===== src/rtl/icap_arb_pkg.sv =====
// icap_arbiter shared types: FSM state encoding,
// owner codes and ICAP idle-bus constants.
package icap_arb_pkg;

    typedef enum logic [2:0] {
        IDLE     = 3'd0,
        SEM_OWN  = 3'd1,
        REL_WAIT = 3'd2,
        GUARD    = 3'd3,
        PRC_OWN  = 3'd4
    } arb_state_e;

    localparam logic [1:0] OWN_NONE = 2'd0;
    localparam logic [1:0] OWN_SEM  = 2'd1;
    localparam logic [1:0] OWN_PRC  = 2'd2;

    localparam logic        CSIB_IDLE  = 1'b1;
    localparam logic        RDWRB_IDLE = 1'b1;
    localparam logic [31:0] I_IDLE     = 32'h0;

    function automatic logic [1:0] owner_of(arb_state_e s);
        logic [1:0] o;
        o = OWN_NONE;
        unique case (1'b1)
            (s == SEM_OWN),
            (s == REL_WAIT): o = OWN_SEM;
            (s == PRC_OWN):  o = OWN_PRC;
            default:         o = OWN_NONE;
        endcase
        return o;
    endfunction

endpackage


===== src/rtl/icap_arbiter_if.sv =====
// Client/ICAP bundle of the arbiter; slave = arbiter side.
// Stats ports exist only with ICAP_ARB_STATS_EN defined.
interface icap_arbiter_if;
    logic        icap_avail;
    logic        sem_cap_req;
    logic        sem_cap_gnt;
    logic        sem_cap_rel;
    logic        sem_icap_csib;
    logic        sem_icap_rdwrb;
    logic [31:0] sem_icap_i;
    logic        prc_icap_req;
    logic        prc_icap_gnt;
    logic        prc_icap_csib;
    logic        prc_icap_rdwrb;
    logic [31:0] prc_icap_i;
    logic        icap_csib;
    logic        icap_rdwrb;
    logic [31:0] icap_i;
    logic [1:0]  owner;
    logic        rel_timeout;
`ifdef ICAP_ARB_STATS_EN
    logic [15:0] handover_cnt;
    logic [15:0] rel_wait_max;
`endif

    modport slave (
`ifdef ICAP_ARB_STATS_EN
        output handover_cnt,
        output rel_wait_max,
`endif
        input  icap_avail,
        input  sem_cap_req,
        output sem_cap_gnt,
        output sem_cap_rel,
        input  sem_icap_csib,
        input  sem_icap_rdwrb,
        input  sem_icap_i,
        input  prc_icap_req,
        output prc_icap_gnt,
        input  prc_icap_csib,
        input  prc_icap_rdwrb,
        input  prc_icap_i,
        output icap_csib,
        output icap_rdwrb,
        output icap_i,
        output owner,
        output rel_timeout
    );

    modport master (
`ifdef ICAP_ARB_STATS_EN
        input  handover_cnt,
        input  rel_wait_max,
`endif
        output icap_avail,
        output sem_cap_req,
        input  sem_cap_gnt,
        input  sem_cap_rel,
        output sem_icap_csib,
        output sem_icap_rdwrb,
        output sem_icap_i,
        output prc_icap_req,
        input  prc_icap_gnt,
        output prc_icap_csib,
        output prc_icap_rdwrb,
        output prc_icap_i,
        input  icap_csib,
        input  icap_rdwrb,
        input  icap_i,
        input  owner,
        input  rel_timeout
    );
endinterface


===== src/rtl/icap_arb_mux.sv =====
// Registered 3-way ICAP write/control mux. A non-owner
// (or no owner during guard/idle) yields the idle bus.
module icap_arb_mux
    import icap_arb_pkg::*;
(
    input  logic        clk_i,
    input  logic        rst_i,
    input  logic [1:0]  sel_i,
    input  logic        sem_csib_i,
    input  logic        sem_rdwrb_i,
    input  logic [31:0] sem_data_i,
    input  logic        prc_csib_i,
    input  logic        prc_rdwrb_i,
    input  logic [31:0] prc_data_i,
    output logic        icap_csib_o,
    output logic        icap_rdwrb_o,
    output logic [31:0] icap_data_o
);
    logic        csib_d, rdwrb_d;
    logic [31:0] data_d;
    logic        csib_q, rdwrb_q;
    logic [31:0] data_q;

    // select the owning client's bus, idle otherwise
    always_comb begin
        csib_d  = CSIB_IDLE;
        rdwrb_d = RDWRB_IDLE;
        data_d  = I_IDLE;
        unique case (1'b1)
            (sel_i == OWN_SEM): begin
                csib_d  = sem_csib_i;
                rdwrb_d = sem_rdwrb_i;
                data_d  = sem_data_i;
            end
            (sel_i == OWN_PRC): begin
                csib_d  = prc_csib_i;
                rdwrb_d = prc_rdwrb_i;
                data_d  = prc_data_i;
            end
            default: ;
        endcase
    end

    // one cycle of latency into the ICAPE3
    always_ff @(posedge clk_i) begin
        if (rst_i) begin
            csib_q  <= CSIB_IDLE;
            rdwrb_q <= RDWRB_IDLE;
            data_q  <= I_IDLE;
        end else begin
            csib_q  <= csib_d;
            rdwrb_q <= rdwrb_d;
            data_q  <= data_d;
        end
    end

    assign icap_csib_o  = csib_q;
    assign icap_rdwrb_o = rdwrb_q;
    assign icap_data_o  = data_q;
endmodule


===== src/rtl/icap_arbiter.sv =====
// ICAP owner arbiter between SEM and PRC, PRC priority,
// guard gap on handover. Optional stats: ICAP_ARB_STATS_EN.
module icap_arbiter
    import icap_arb_pkg::*;
#(
    parameter int REL_TIMEOUT  = 4096,
    parameter int GUARD_CYCLES = 4
) (
    input logic           icap_clk,
    input logic           reset,
    icap_arbiter_if.slave bus
);
    localparam logic [15:0] RT = 16'(REL_TIMEOUT);
    localparam logic [15:0] GL = 16'(GUARD_CYCLES - 1);
    localparam arb_state_e  REL_TGT =
        (GUARD_CYCLES == 0) ? IDLE : GUARD;

    arb_state_e  state_q, state_d;
    logic [15:0] tcnt_q, tcnt_d;
    logic [15:0] gcnt_q, gcnt_d;
    logic        tout_q, tout_d;
    logic        sgnt_q, sgnt_d;
    logic        pgnt_q, pgnt_d;
    logic        rel_q, rel_d;
    logic [1:0]  own_q, own_d;

    // next state, release-timeout and guard counters
    always_comb begin
        state_d = state_q;
        tcnt_d  = '0;
        gcnt_d  = '0;
        tout_d  = tout_q;
        unique case (state_q)
            IDLE: begin
                if (bus.icap_avail) begin
                    if (bus.prc_icap_req)
                        state_d = PRC_OWN;
                    else if (bus.sem_cap_req)
                        state_d = SEM_OWN;
                end
            end
            SEM_OWN: begin
                if (!bus.sem_cap_req)
                    state_d = REL_TGT;
                else if (bus.prc_icap_req)
                    state_d = REL_WAIT;
            end
            REL_WAIT: begin
                tcnt_d = (tcnt_q >= RT) ? tcnt_q
                                        : tcnt_q + 16'd1;
                if (tcnt_d >= RT)
                    tout_d = 1'b1;
                if (!bus.sem_cap_req)
                    state_d = REL_TGT;
                else if (!bus.prc_icap_req)
                    state_d = SEM_OWN;
            end
            GUARD: begin
                if (gcnt_q >= GL)
                    state_d = IDLE;
                else
                    gcnt_d = gcnt_q + 16'd1;
            end
            PRC_OWN: begin
                if (!bus.prc_icap_req)
                    state_d = REL_TGT;
            end
            default: state_d = IDLE;
        endcase
        sgnt_d = (state_d == SEM_OWN) ||
                 (state_d == REL_WAIT);
        pgnt_d = (state_d == PRC_OWN);
        rel_d  = (state_d == REL_WAIT);
        own_d  = owner_of(state_d);
    end

    // state and registered handshake outputs
    always_ff @(posedge icap_clk) begin
        if (reset) begin
            state_q <= IDLE;
            tcnt_q  <= '0;
            gcnt_q  <= '0;
            tout_q  <= 1'b0;
            sgnt_q  <= 1'b0;
            pgnt_q  <= 1'b0;
            rel_q   <= 1'b0;
            own_q   <= OWN_NONE;
        end else begin
            state_q <= state_d;
            tcnt_q  <= tcnt_d;
            gcnt_q  <= gcnt_d;
            tout_q  <= tout_d;
            sgnt_q  <= sgnt_d;
            pgnt_q  <= pgnt_d;
            rel_q   <= rel_d;
            own_q   <= own_d;
        end
    end

    assign bus.sem_cap_gnt  = sgnt_q;
    assign bus.prc_icap_gnt = pgnt_q;
    assign bus.sem_cap_rel  = rel_q;
    assign bus.owner        = own_q;
    assign bus.rel_timeout  = tout_q;

    icap_arb_mux u_mux (
        .clk_i        (icap_clk),
        .rst_i        (reset),
        .sel_i        (own_q),
        .sem_csib_i   (bus.sem_icap_csib),
        .sem_rdwrb_i  (bus.sem_icap_rdwrb),
        .sem_data_i   (bus.sem_icap_i),
        .prc_csib_i   (bus.prc_icap_csib),
        .prc_rdwrb_i  (bus.prc_icap_rdwrb),
        .prc_data_i   (bus.prc_icap_i),
        .icap_csib_o  (bus.icap_csib),
        .icap_rdwrb_o (bus.icap_rdwrb),
        .icap_data_o  (bus.icap_i)
    );

`ifdef ICAP_ARB_STATS_EN
    logic        hand, wexit;
    logic [15:0] hcnt_q, hcnt_d;
    logic [15:0] wdur_q, wdur_d, winc;
    logic [15:0] wmax_q, wmax_d;

    assign hand  = (state_q != GUARD) && (state_d == REL_TGT) &&
                   (state_q != IDLE);
    assign wexit = (state_q == REL_WAIT) &&
                   (state_d != REL_WAIT);
    assign winc  = (wdur_q == 16'hFFFF) ? wdur_q
                                        : wdur_q + 16'd1;

    // handover count and longest release wait
    always_comb begin
        hcnt_d = hand ? hcnt_q + 16'd1 : hcnt_q;
        wdur_d = (state_q == REL_WAIT) ? winc : 16'd0;
        wmax_d = (wexit && winc > wmax_q) ? winc : wmax_q;
    end

    // stats registers
    always_ff @(posedge icap_clk) begin
        if (reset) begin
            hcnt_q <= '0;
            wdur_q <= '0;
            wmax_q <= '0;
        end else begin
            hcnt_q <= hcnt_d;
            wdur_q <= wdur_d;
            wmax_q <= wmax_d;
        end
    end

    assign bus.handover_cnt = hcnt_q;
    assign bus.rel_wait_max = wmax_q;
`endif
endmodule


===== src/flat_wrapper.sv =====
// flat-port wrapper written by rule: the top's interface ports become plain ports
module icap_arbiter_flat import icap_arb_pkg::*;
#(
    parameter int REL_TIMEOUT  = 4096,
    parameter int GUARD_CYCLES = 4
)
  (icap_clk, reset, bus_icap_avail, bus_sem_cap_req, bus_sem_cap_gnt, bus_sem_cap_rel, bus_sem_icap_csib, bus_sem_icap_rdwrb, bus_sem_icap_i, bus_prc_icap_req, bus_prc_icap_gnt, bus_prc_icap_csib, bus_prc_icap_rdwrb, bus_prc_icap_i, bus_icap_csib, bus_icap_rdwrb, bus_icap_i, bus_owner, bus_rel_timeout);
  icap_arbiter_if bus_i ();
  input logic icap_clk;
  input logic reset;
  input wire logic [$bits(bus_i.icap_avail)-1:0] bus_icap_avail;
  input wire logic [$bits(bus_i.sem_cap_req)-1:0] bus_sem_cap_req;
  output wire logic [$bits(bus_i.sem_cap_gnt)-1:0] bus_sem_cap_gnt;
  output wire logic [$bits(bus_i.sem_cap_rel)-1:0] bus_sem_cap_rel;
  input wire logic [$bits(bus_i.sem_icap_csib)-1:0] bus_sem_icap_csib;
  input wire logic [$bits(bus_i.sem_icap_rdwrb)-1:0] bus_sem_icap_rdwrb;
  input wire logic [$bits(bus_i.sem_icap_i)-1:0] bus_sem_icap_i;
  input wire logic [$bits(bus_i.prc_icap_req)-1:0] bus_prc_icap_req;
  output wire logic [$bits(bus_i.prc_icap_gnt)-1:0] bus_prc_icap_gnt;
  input wire logic [$bits(bus_i.prc_icap_csib)-1:0] bus_prc_icap_csib;
  input wire logic [$bits(bus_i.prc_icap_rdwrb)-1:0] bus_prc_icap_rdwrb;
  input wire logic [$bits(bus_i.prc_icap_i)-1:0] bus_prc_icap_i;
  output wire logic [$bits(bus_i.icap_csib)-1:0] bus_icap_csib;
  output wire logic [$bits(bus_i.icap_rdwrb)-1:0] bus_icap_rdwrb;
  output wire logic [$bits(bus_i.icap_i)-1:0] bus_icap_i;
  output wire logic [$bits(bus_i.owner)-1:0] bus_owner;
  output wire logic [$bits(bus_i.rel_timeout)-1:0] bus_rel_timeout;
  assign bus_i.icap_avail = bus_icap_avail;
  assign bus_i.sem_cap_req = bus_sem_cap_req;
  assign bus_sem_cap_gnt = bus_i.sem_cap_gnt;
  assign bus_sem_cap_rel = bus_i.sem_cap_rel;
  assign bus_i.sem_icap_csib = bus_sem_icap_csib;
  assign bus_i.sem_icap_rdwrb = bus_sem_icap_rdwrb;
  assign bus_i.sem_icap_i = bus_sem_icap_i;
  assign bus_i.prc_icap_req = bus_prc_icap_req;
  assign bus_prc_icap_gnt = bus_i.prc_icap_gnt;
  assign bus_i.prc_icap_csib = bus_prc_icap_csib;
  assign bus_i.prc_icap_rdwrb = bus_prc_icap_rdwrb;
  assign bus_i.prc_icap_i = bus_prc_icap_i;
  assign bus_icap_csib = bus_i.icap_csib;
  assign bus_icap_rdwrb = bus_i.icap_rdwrb;
  assign bus_icap_i = bus_i.icap_i;
  assign bus_owner = bus_i.owner;
  assign bus_rel_timeout = bus_i.rel_timeout;
  icap_arbiter #(.REL_TIMEOUT(REL_TIMEOUT), .GUARD_CYCLES(GUARD_CYCLES)) u_core (.icap_clk(icap_clk), .reset(reset), .bus(bus_i));
endmodule

===== config.mk =====
export PLATFORM = sky130hd
export DESIGN_NAME = icap_arbiter_flat
export DESIGN_NICKNAME = d
export VERILOG_FILES = /design/src/rtl/icap_arb_pkg.sv /design/src/rtl/icap_arbiter_if.sv /design/src/rtl/icap_arb_mux.sv /design/src/rtl/icap_arbiter.sv /design/src/flat_wrapper.sv
export SDC_FILE = /design/constraint.sdc
export NUM_CORES = 1
export LEC_CHECK = 0
export BUFFER_PORTS_ARGS = -buffer_cell sky130_fd_sc_hd__buf_2
export CORE_ASPECT_RATIO = 0.6
export CORE_UTILIZATION = 25
export DETAILED_ROUTE_END_ITERATION = 6
export SLEW_MARGIN = 20
export SYNTH_ARGS = -nofsm -noshare
export SYNTH_HDL_FRONTEND = slang
export SYNTH_SLANG_ARGS = --single-unit

===== constraint.sdc =====
create_clock -name icap_clk -period 1.97 [get_ports icap_clk]
set_input_delay 0.591 -clock icap_clk [delete_from_list [all_inputs] [get_ports icap_clk]]
set_output_delay 0.591 -clock icap_clk [all_outputs]
set_load 0.01 [all_outputs]

=== After elaboration in Yosys (flattened, before gate mapping) ===
Cells that the tools add are included.

* $add $sub $neg: 2
* Magnitude comparators: 3
* Equality and inequality tests: 9
* Muxes and demuxes: 15
* Bitwise operators: 2
* Reduce and logical (&&, ||, !) cells: 6

{| class="wikitable"
|+ Operators with widths
! cell !! count
|-
| 32-bit one-hot mux with 2 select lines || 1
|-
| 16-bit by 1-bit adder with 16-bit output (second input constant) || 2
|-
| 16-bit by 13-bit greater-or-equal comparator with 1-bit output (second input constant) || 2
|-
| 3-bit 2-to-1 mux || 9
|-
| 16-bit by 2-bit greater-or-equal comparator with 1-bit output (second input constant) || 1
|-
| 16-bit 2-to-1 mux || 1
|-
| 3-bit one-hot mux with 5 select lines || 1
|-
| 3-bit by 2-bit == test with 1-bit output (second input constant) || 3
|-
| 3-bit by 1-bit == test with 1-bit output (second input constant) || 2
|-
| 3-bit == test (second input constant) || 2
|-
| 1-bit one-hot mux with 2 select lines || 2
|-
| 2-bit one-hot mux with 2 select lines || 1
|-
| 2-bit OR reduction || 2
|-
| 3-bit zero test || 1
|-
| 3-bit OR reduction || 1
|-
| 2-bit by 1-bit == test with 1-bit output (second input constant) || 1
|-
| 2-bit == test (second input constant) || 1
|-
| 1-bit NOT || 2
|-
| 2-bit AND reduction || 1
|-
| 1-bit logical OR || 1
|}

* Register bits after elaboration: 75
* Input port bits: 73
* Output and inout bits: 40
* Logic and storage cells: 48

=== Logic depth before layout (Yosys ltp) ===
Gate-level depths: netlist (run 1).

* Word-level depth: 7
* Mapped depth: 6

=== Hierarchy ===
From an unflattened synthesis (run 1), not the netlist that was laid out.

* Cell total of the unflattened synthesis: 258
* Area total of the unflattened synthesis: 2621.3 sq um

{| class="wikitable"
|+ Modules (own cells, without submodules)
! module !! instances !! cells an instance !! area each (sq um)
|-
| icap_arbiter || 1 || 141 || 1428.9
|-
| icap_arb_mux || 1 || 117 || 1192.4
|}

=== Worst setup path after synthesis (run 1) ===
Ideal clock, no wire load.

* Path kind: register to register
* From: register u_core.own_q[0] (netlist: u_core.bus.owner[0])
* To: register u_core.u_mux.csib_q (netlist: u_core.u_mux.icap_csib_o)
* Data arrival time: 1378 ps
* Data required time: 1848 ps
* Path slack: 470 ps
* Stages on the path, launching flop included: 6
* Path buffers: 1
* Path through: dfxtp_1 inv_1 ha_1 or2_2 clkbuf_1 a221o_1

* Word-level cells in the longest chain between the ends: 2

{| class="wikitable"
|+ Ends and longest elaborated chain
! item !! line !! text
|-
| start: declaration || icap_arbiter.sv:25 || <nowiki>logic [1:0] own_q, own_d;</nowiki>
|-
| start signal: assignment || icap_arbiter.sv:96 || <nowiki>own_q <= own_d;</nowiki>
|-
| 2-bit == test or 2-bit by 1-bit == test with 1-bit output (tied branches) || icap_arb_mux.sv:35, icap_arb_mux.sv:30 ||
|-
| 1-bit one-hot mux with 2 select lines (*) || icap_arb_mux.sv:29 || <nowiki>unique case (1'b1)</nowiki>
|-
| end signal: assignment || icap_arb_mux.sv:51 || <nowiki>csib_q <= csib_d;</nowiki>
|-
| end: declaration || icap_arb_mux.sv:21 || <nowiki>logic csib_q, rdwrb_q;</nowiki>
|}

Mark *: on every way between the ends. The rest lies on a longest branch, timed or not.
A chain may end at the register's enable or synchronous reset.

=== Worst setup path after layout (run 1) ===
* From: register u_core.tcnt_q[12]
* To: register u_core.tcnt_q[8]

* Word-level cells in the longest chain between the ends: 2

{| class="wikitable"
|+ Ends and longest elaborated chain
! item !! line !! text
|-
| start: declaration || icap_arbiter.sv:19 || <nowiki>logic [15:0] tcnt_q, tcnt_d;</nowiki>
|-
| start signal: assignment || icap_arbiter.sv:90 || <nowiki>tcnt_q <= tcnt_d;</nowiki>
|-
| 16-bit by 13-bit greater-or-equal comparator with 1-bit output || icap_arbiter.sv:49 || <nowiki>tcnt_d = (tcnt_q >= RT) ? tcnt_q</nowiki>
|-
| 16-bit 2-to-1 mux || icap_arbiter.sv:49 ||
|}

No other way between the ends.

==> flow_metrics.env, run 1 <==
export IMPL_holdPathStages=1
export IMPL_drt_iter0_drc=96
export IMPL_grt_setup_unrepaired="no"
export IMPL_worst_pin_slew_ns=0.521
export IMPL_path_buf_inv=0
export IMPL_grt_remaining_overflow=0
export IMPL_r2r_end="u_core.tcnt_q[8]$_SDFF_PP0_"
export IMPL_crit_arrival_ns=1.76
export IMPL_ys_seq_area_frac=0.573
export IMPL_drc=0
export IMPL_place_congestion=0.723
export IMPL_io_buffers=112
export IMPL_via_count=2193
export IMPL_p_per_area_nw_per_um2=965
export IMPL_final_util=0.366
export IMPL_cts_tree="yes"
export IMPL_synth_area_um2=2580
export IMPL_diodes=0
export IMPL_final_cell_mix="buf_2, dfxtp_1, nor2_1, a22oi_1, conb_1"
export IMPL_path_clk_slew_ns=0.05
export IMPL_grt_pass1_vias=2066
export IMPL_startpoint_type="register"
export IMPL_grt_max_degree=21
export IMPL_status="finished, final reports clean"
export IMPL_wl_mm=5.87
export IMPL_fmaxAchievable_ghz=0.645
export IMPL_whs_endpoint="u_core.gcnt_q[0]$_SDFF_PP0_"
export IMPL_clockBufferDepth=2
export IMPL_whs_ns=0.426
export IMPL_drtAntennaViolNets=0
export IMPL_setup_viol=0
export IMPL_synth_seq_cells=74
export IMPL_io_pins=113
export IMPL_ys_warn_count=0
export IMPL_finalHoldViolCount=0
export IMPL_grt_usage=0.114
export IMPL_slowest_stage="or4_4"
export IMPL_multiInputGateArea_um2=1070
export IMPL_path_delay_family="simple AND/OR/NAND/NOR gates"
export IMPL_core_um2=9950
export IMPL_required_ns=2.18
export IMPL_finalNetCount=457
export IMPL_die_w_um=133
export IMPL_seqPwrFrac=0.447
export IMPL_worst_setup_path_end_kind="register"
export IMPL_max_slew_margin=0.653
export IMPL_p_int_mw=2.77
export IMPL_netlist_cell_type_count=39
export IMPL_p_total_mw=3.51
export IMPL_fin_skew_ns=0.00291
export IMPL_syn_inst=253
export IMPL_ctsRootBufferMaster="clkbuf_16"
export IMPL_clock_latency_ns=0.32
export IMPL_final_cell_area_um2=3640
export IMPL_drt_pre_antenna_iters=5
export IMPL_ff2ff_setup_slack_ns=0.42
export IMPL_r2r_start="u_core.tcnt_q[12]$_SDFF_PP0_"
export IMPL_clkSinkCount=74
export IMPL_power_switching_mw=0.739
export IMPL_num_rows=28
export IMPL_final_common_cell="buf_2"
export IMPL_cts_buffers=9
export IMPL_syn2layout_area_growth_pct=40.8
export IMPL_die_h_um=80.8
export IMPL_die_area_um2=10800
export IMPL_drive_above_1_share=0.368
export IMPL_wl_per_cell_um=11.3
export IMPL_cts_resized=0
export IMPL_cap_violations=0
export IMPL_hold_path_class="reg2reg"
export IMPL_p_leak_nw=1.60
export IMPL_h_tree_depth=3
export IMPL_hpwl_mm=4.46
export IMPL_crit_chain="or4_4 > nor4_2 > xnor2_1 > nor2_1"
export IMPL_p_sw_frac=0.210
export IMPL_grt_pass1_wl_mm=9.30
export IMPL_regArea_um2=1480
export IMPL_worstHoldStart="u_core.gcnt_q[0]$_SDFF_PP0_"
export IMPL_initial_core_util=0.260
export IMPL_period_share=0.787
export IMPL_reg2reg_depth=4
export IMPL_place_area_um2=3330
export IMPL_ir_drop_mv=0.447
export IMPL_fin_tns_setup_ns=0
export IMPL_combPwrFrac=0.091
export IMPL_grt_antenna_before_repair=0
export IMPL_drv_slew=0
export IMPL_post_route_min_period_ns=1.55
export IMPL_nFillCells=1029
export IMPL_routed_via_density=4.23
export IMPL_avgSynthCellArea_um2=10.2
export IMPL_postCtsSetupRepairBufs=0
export IMPL_crit_fanout=5
export IMPL_crit_type="reg2reg"
export IMPL_p_clk_frac=0.462
export IMPL_cts_hold_buf=0
export IMPL_slowest_delay_ns=0.60
[flip-flops by register name, indices dropped and copies added (netlist names)]
| signal | cells |
|---|---|
| u_core.bus.owner | 2 |
| u_core.bus.rel_timeout | 1 |
| u_core.bus.sem_cap_gnt | 1 |
| u_core.bus.sem_cap_rel | 1 |
| u_core.gcnt_q | 16 |
| u_core.state_q | 3 |
| u_core.tcnt_q | 16 |
| u_core.u_mux.icap_csib_o | 1 |
| u_core.u_mux.icap_data_o | 32 |
| u_core.u_mux.icap_rdwrb_o | 1 |
[power by group through the flow]
| stage | Combinational, mW | Sequential [mW] | Clock (mW) |
|---|---|---|---|
| 3_5_place_dp | 0.321 | 1.60 | 0 |
| 2_1_floorplan | 0.171 | 1.61 | 0 |
| 4_1_cts | 0.321 | 1.57 | 1.67 |
| 6_report | 0.320 | 1.57 | 1.62 |
| 5_1_grt | 0.357 | 1.57 | 1.76 |
| 3_3_place_gp | 0.317 | 1.60 | 0 |
[cell type report]
type,count,share of cell area
Sequential cell,74,0.407
Multi-Input combinational cell,173,0.294
Clock buffer,13,0.0743
Timing Repair Buffer,117,0.164
Inverter,4,0.00413
Clock inverter,2,0.00963
Tap cell,135,0.0464
[per-layer routing]
layer	vias up	track usage	part of all wire
met2	60	0.164	0.43
met3	8	0.0568	0.065
li1	1124	-	-
met4	0	0.0591	0.018
met1	1001	0.141	0.49
met5	-	0	0
[stage by stage]
step                      cells  setup WS (ns)
after global routing        518          0.295
after detailed placement    503          0.332
final                       518          0.420
after global placement      503          0.372
after floorplan             266          0.470
after CTS                   518          0.404
[cell usage after synthesis (all sizes together)]
cell type | count | share of area
nor3 | 3 | 0.0077
nor2 | 46 | 0.067
inv | 4 | 0.0058
or3b | 1 | 0.0034
or4 | 3 | 0.010
nand2b | 2 | 0.0048
and3 | 6 | 0.015
nand4 | 6 | 0.015
a22oi | 32 | 0.093
and4 | 1 | 0.0034
nand3 | 3 | 0.0077
xor2 | 7 | 0.024
nor3b | 1 | 0.0029
o31ai | 1 | 0.0029
a211o | 1 | 0.0034
nand2 | 11 | 0.017
nor2b | 2 | 0.0048
a221o | 2 | 0.0077
conb | 1 | 0.0015
or3 | 1 | 0.0044
nor4b | 4 | 0.016
xnor2 | 4 | 0.014
buf | 2 | 0.0073
ha | 5 | 0.024
nor4 | 4 | 0.018
a31oi | 2 | 0.0048
a21oi | 5 | 0.0097
or2 | 2 | 0.0048
and2 | 4 | 0.0097
clkbuf | 13 | 0.019
dfxtp | 74 | 0.57
[worst max-delay path by stage]
stage | end | depth (start not counted) | start | slack (ns)
after floorplan | u_core.u_mux.icap_csib_o$_SDFF_PP1_ | 5 | u_core.bus.owner[0]$_SDFF_PP0_ | 0.47
after global placement | u_core.u_mux.icap_data_o[12]$_SDFF_PP0_ | 4 | reset | 0.37
after detailed placement | u_core.u_mux.icap_data_o[12]$_SDFF_PP0_ | 4 | reset | 0.33
after CTS | u_core.bus.sem_cap_rel$_SDFF_PP0_ | 4 | u_core.gcnt_q[15]$_SDFF_PP0_ | 0.40
after global routing | u_core.u_mux.icap_data_o[12]$_SDFF_PP0_ | 5 | u_core.bus.owner[0]$_SDFF_PP0_ | 0.30
final | u_core.tcnt_q[8]$_SDFF_PP0_ | 4 | u_core.tcnt_q[12]$_SDFF_PP0_ | 0.42
[logic make-up after synthesis]
| logic type | synth area share |
|---|---|
| adders and majority gates | 0.0242 |
| buffers and inverters | 0.0319 |
| DFF | 0.573 |
| other | 0.00145 |
| xor gates and xnor gates | 0.0373 |
| and+or+nand+nor | 0.211 |
| AOI/OAI and AO/OA | 0.121 |
(Power assumes the default switching activity.)
==> run 2: changes to the inputs <==
ABC_AREA = 1   (was unset)
clock period = 1.5 ns   (was 1.97 ns; I/O delays follow)
==> run 2 against run 1 <==
Against the previous run:
- global-route usage increased by 0.93 points
- flip-flop and latch count unchanged
- via count grew 20%
- largest cell class unchanged
- largest power group is now registers
==> flow_metrics.env, run 2 <==
export IMPL_synth_area_um2=2850
export IMPL_grt_pass1_wl_mm=11.4
export IMPL_largest_reg_flops=32
export IMPL_grt_setup_unrepaired="no"
export IMPL_worst_setup_path_end_kind="register"
export IMPL_syn2layout_area_growth_pct=37.7
export IMPL_via_count=2626
export IMPL_ys_warn_count=0
export IMPL_crit_fanout=27
export IMPL_p_sw_frac=0.263
export IMPL_num_rows=29
export IMPL_io_pins=113
export IMPL_p_per_area_nw_per_um2=1210
export IMPL_path_clk_slew_ns=0.06
export IMPL_status="finished, final reports clean"
export IMPL_drt_pre_antenna_iters=4
export IMPL_finalNetCount=569
export IMPL_p_clk_frac=0.420
export IMPL_diodes=0
export IMPL_syn_inst=362
export IMPL_drive_above_1_share=0.310
export IMPL_core_um2=10800
export IMPL_synth_seq_cells=74
export IMPL_ff2ff_setup_slack_ns=0.18
export IMPL_grt_usage=0.124
export IMPL_reg2reg_depth=4
export IMPL_fin_skew_ns=0.00668
export IMPL_die_h_um=84.7
export IMPL_drv_slew=0
export IMPL_nFillCells=1110
export IMPL_postCtsSetupRepairBufs=0
export IMPL_grt_remaining_overflow=0
export IMPL_cap_violations=0
export IMPL_crit_type="reg2reg"
export IMPL_synth_commonest_cells="nand2_1, dfxtp_1, nor2_1"
export IMPL_io_buffers=112
export IMPL_grt_max_degree=28
export IMPL_avgSynthCellArea_um2=7.88
export IMPL_whs_ns=0.351
export IMPL_drc=0
export IMPL_place_congestion=0.728
export IMPL_final_common_cell="buf_2"
export IMPL_clockBufferDepth=2
export IMPL_cts_tree="yes"
export IMPL_wl_per_cell_um=11.0
export IMPL_preCtsSetupSlack_ns=0.0868
export IMPL_synth_edf_count=0
export IMPL_finalHoldViolCount=0
export IMPL_period_share=0.883
export IMPL_p_int_mw=3.49
export IMPL_synth_most_common_cell="nand2_1"
export IMPL_drtAntennaViolNets=0
export IMPL_fin_tns_setup_ns=0
export IMPL_crit_arrival_ns=1.58
export IMPL_ys_seq_area_frac=0.519
export IMPL_wl_mm=7.00
export IMPL_yosys_area_top_type="dfxtp_1"
export IMPL_setup_ws_ns=0.176
export IMPL_hpwl_mm=5.46
export IMPL_ys_async_sr_fraction=0
export IMPL_synth_ff_type="dfxtp_1"
export IMPL_instances_no_fill=635
export IMPL_grt_antenna_before_repair=0
export IMPL_clock_latency_ns=0.33
export IMPL_ctsRootBufferMaster="clkbuf_16"
export IMPL_initial_core_util=0.264
export IMPL_grt_pass1_vias=2477
export IMPL_dp_cells=619
export IMPL_post_route_min_period_ns=1.32
export IMPL_required_ns=1.75
export IMPL_seqPwrFrac=0.444
export IMPL_holdPathStages=3
export IMPL_clkSinkCount=74
export IMPL_fmaxAchievable_ghz=0.755
export IMPL_netlist_cell_type_count=32
export IMPL_ir_drop_mv=0.488
export IMPL_hold_path_class="in2reg"
export IMPL_startpoint_type="register"
export IMPL_synth_area_leaders="dfxtp_1, nand2_1, a21oi_1, nor2_1, inv_1"
export IMPL_routed_via_density=4.14
export IMPL_cts_buffers=9
export IMPL_yosysTopAreaCellShare=0.519
export IMPL_combPwrFrac=0.136
export IMPL_h_tree_depth=3
export IMPL_drt_iter0_drc=104
export IMPL_die_area_um2=11900
export IMPL_p_leak_nw=1.85
export IMPL_power_switching_mw=1.25
export IMPL_final_cell_mix="buf_2, nand2_1, dfxtp_1, nor2_1, a21oi_1"
export IMPL_setup_viol=0
export IMPL_die_w_um=140
==> run 2: final timing paths <==
check / startpoint / endpoint
hold reg to reg: u_core.gcnt_q[0]$_SDFF_PP0_ / u_core.gcnt_q[0]$_SDFF_PP0_
setup reg to reg: u_core.bus.owner[1]$_SDFF_PP0_ / u_core.u_mux.icap_data_o[28]$_SDFF_PP0_
hold / removal: bus_prc_icap_i[12] / u_core.u_mux.icap_data_o[12]$_SDFF_PP0_
setup / recovery: u_core.bus.owner[1]$_SDFF_PP0_ / u_core.u_mux.icap_data_o[28]$_SDFF_PP0_
==> run 2: timing repair <==
item,4_1_cts,5_1_grt
hold buffers,0,0
setup endpoints to repair,0,8
hold endpoints to repair,0,0
gates resized for setup,0,2
==> run 2: logic make-up (layout without fill, tap and decap cells) <==
group	after synthesis	in the layout	share of synthesized area
adders and majority gates	5	5	0.0219
AOI/OAI and AO/OA	51	51	0.0987
and+or+nand+nor	177	177	0.280
other	1	14	0.00131
DFF	74	74	0.519
buffers and inverters	52	173	0.0724
xor gates and xnor gates	2	2	0.00614
==> run 2: layout make-up <==
| type | count | area [um^2] | share of cell area |
|---|---|---|---|
| clock buffer | 10 | 239 | 0.0608 |
| clock inverter | 6 | 40.0 | 0.0102 |
| inverter | 40 | 153 | 0.0389 |
| multi-input combinational | 249 | 1210 | 0.309 |
| sequential | 74 | 1480 | 0.377 |
| tap | 139 | 174 | 0.0443 |
| timing repair buffer | 117 | 627 | 0.160 |
==> run 2: power groups by stage <==
stage / Clock [mW] / Combinational (mW) / Sequential [mW]
after floorplan: 0 / 0.326 / 2.17
after global placement: 0 / 0.634 / 2.14
after detailed placement: 0 / 0.647 / 2.15
after CTS: 2.06 / 0.650 / 2.10
after global routing: 2.14 / 0.726 / 2.11
final: 1.99 / 0.644 / 2.10
==> run 2: metrics by stage <==
| stage | instance area [um^2] | utilization | power, mW |
|---|---|---|---|
| 4_1_cts | 3920 | 0.363 | 4.81 |
| 5_1_grt | 3930 | 0.363 | 4.98 |
| 3_5_place_dp | 3640 | 0.337 | 2.79 |
| 6_report | 3930 | 0.363 | 4.74 |
| 2_1_floorplan | 2900 | - | 2.50 |
| 3_3_place_gp | 3640 | 0.337 | 2.78 |
==> run 2: critical path: stages, from the launching register on <==
cell and delay, ns:
dfxtp_1 0.38, ha_1 0.36, buf_6 0.27, nand2_1 0.08
a21oi_1 0.15
==> run 2: routing by layer <==
layer | GRT usage | wire length (um) | part of all wire | up-vias
met5 | 0 | 0 | 0 | -
met4 | 0.0480 | 89 | 0.013 | 0
met3 | 0.0394 | 318 | 0.045 | 8
met2 | 0.195 | 3210 | 0.46 | 54
met1 | 0.157 | 3380 | 0.48 | 1178
li1 | - | - | - | 1386
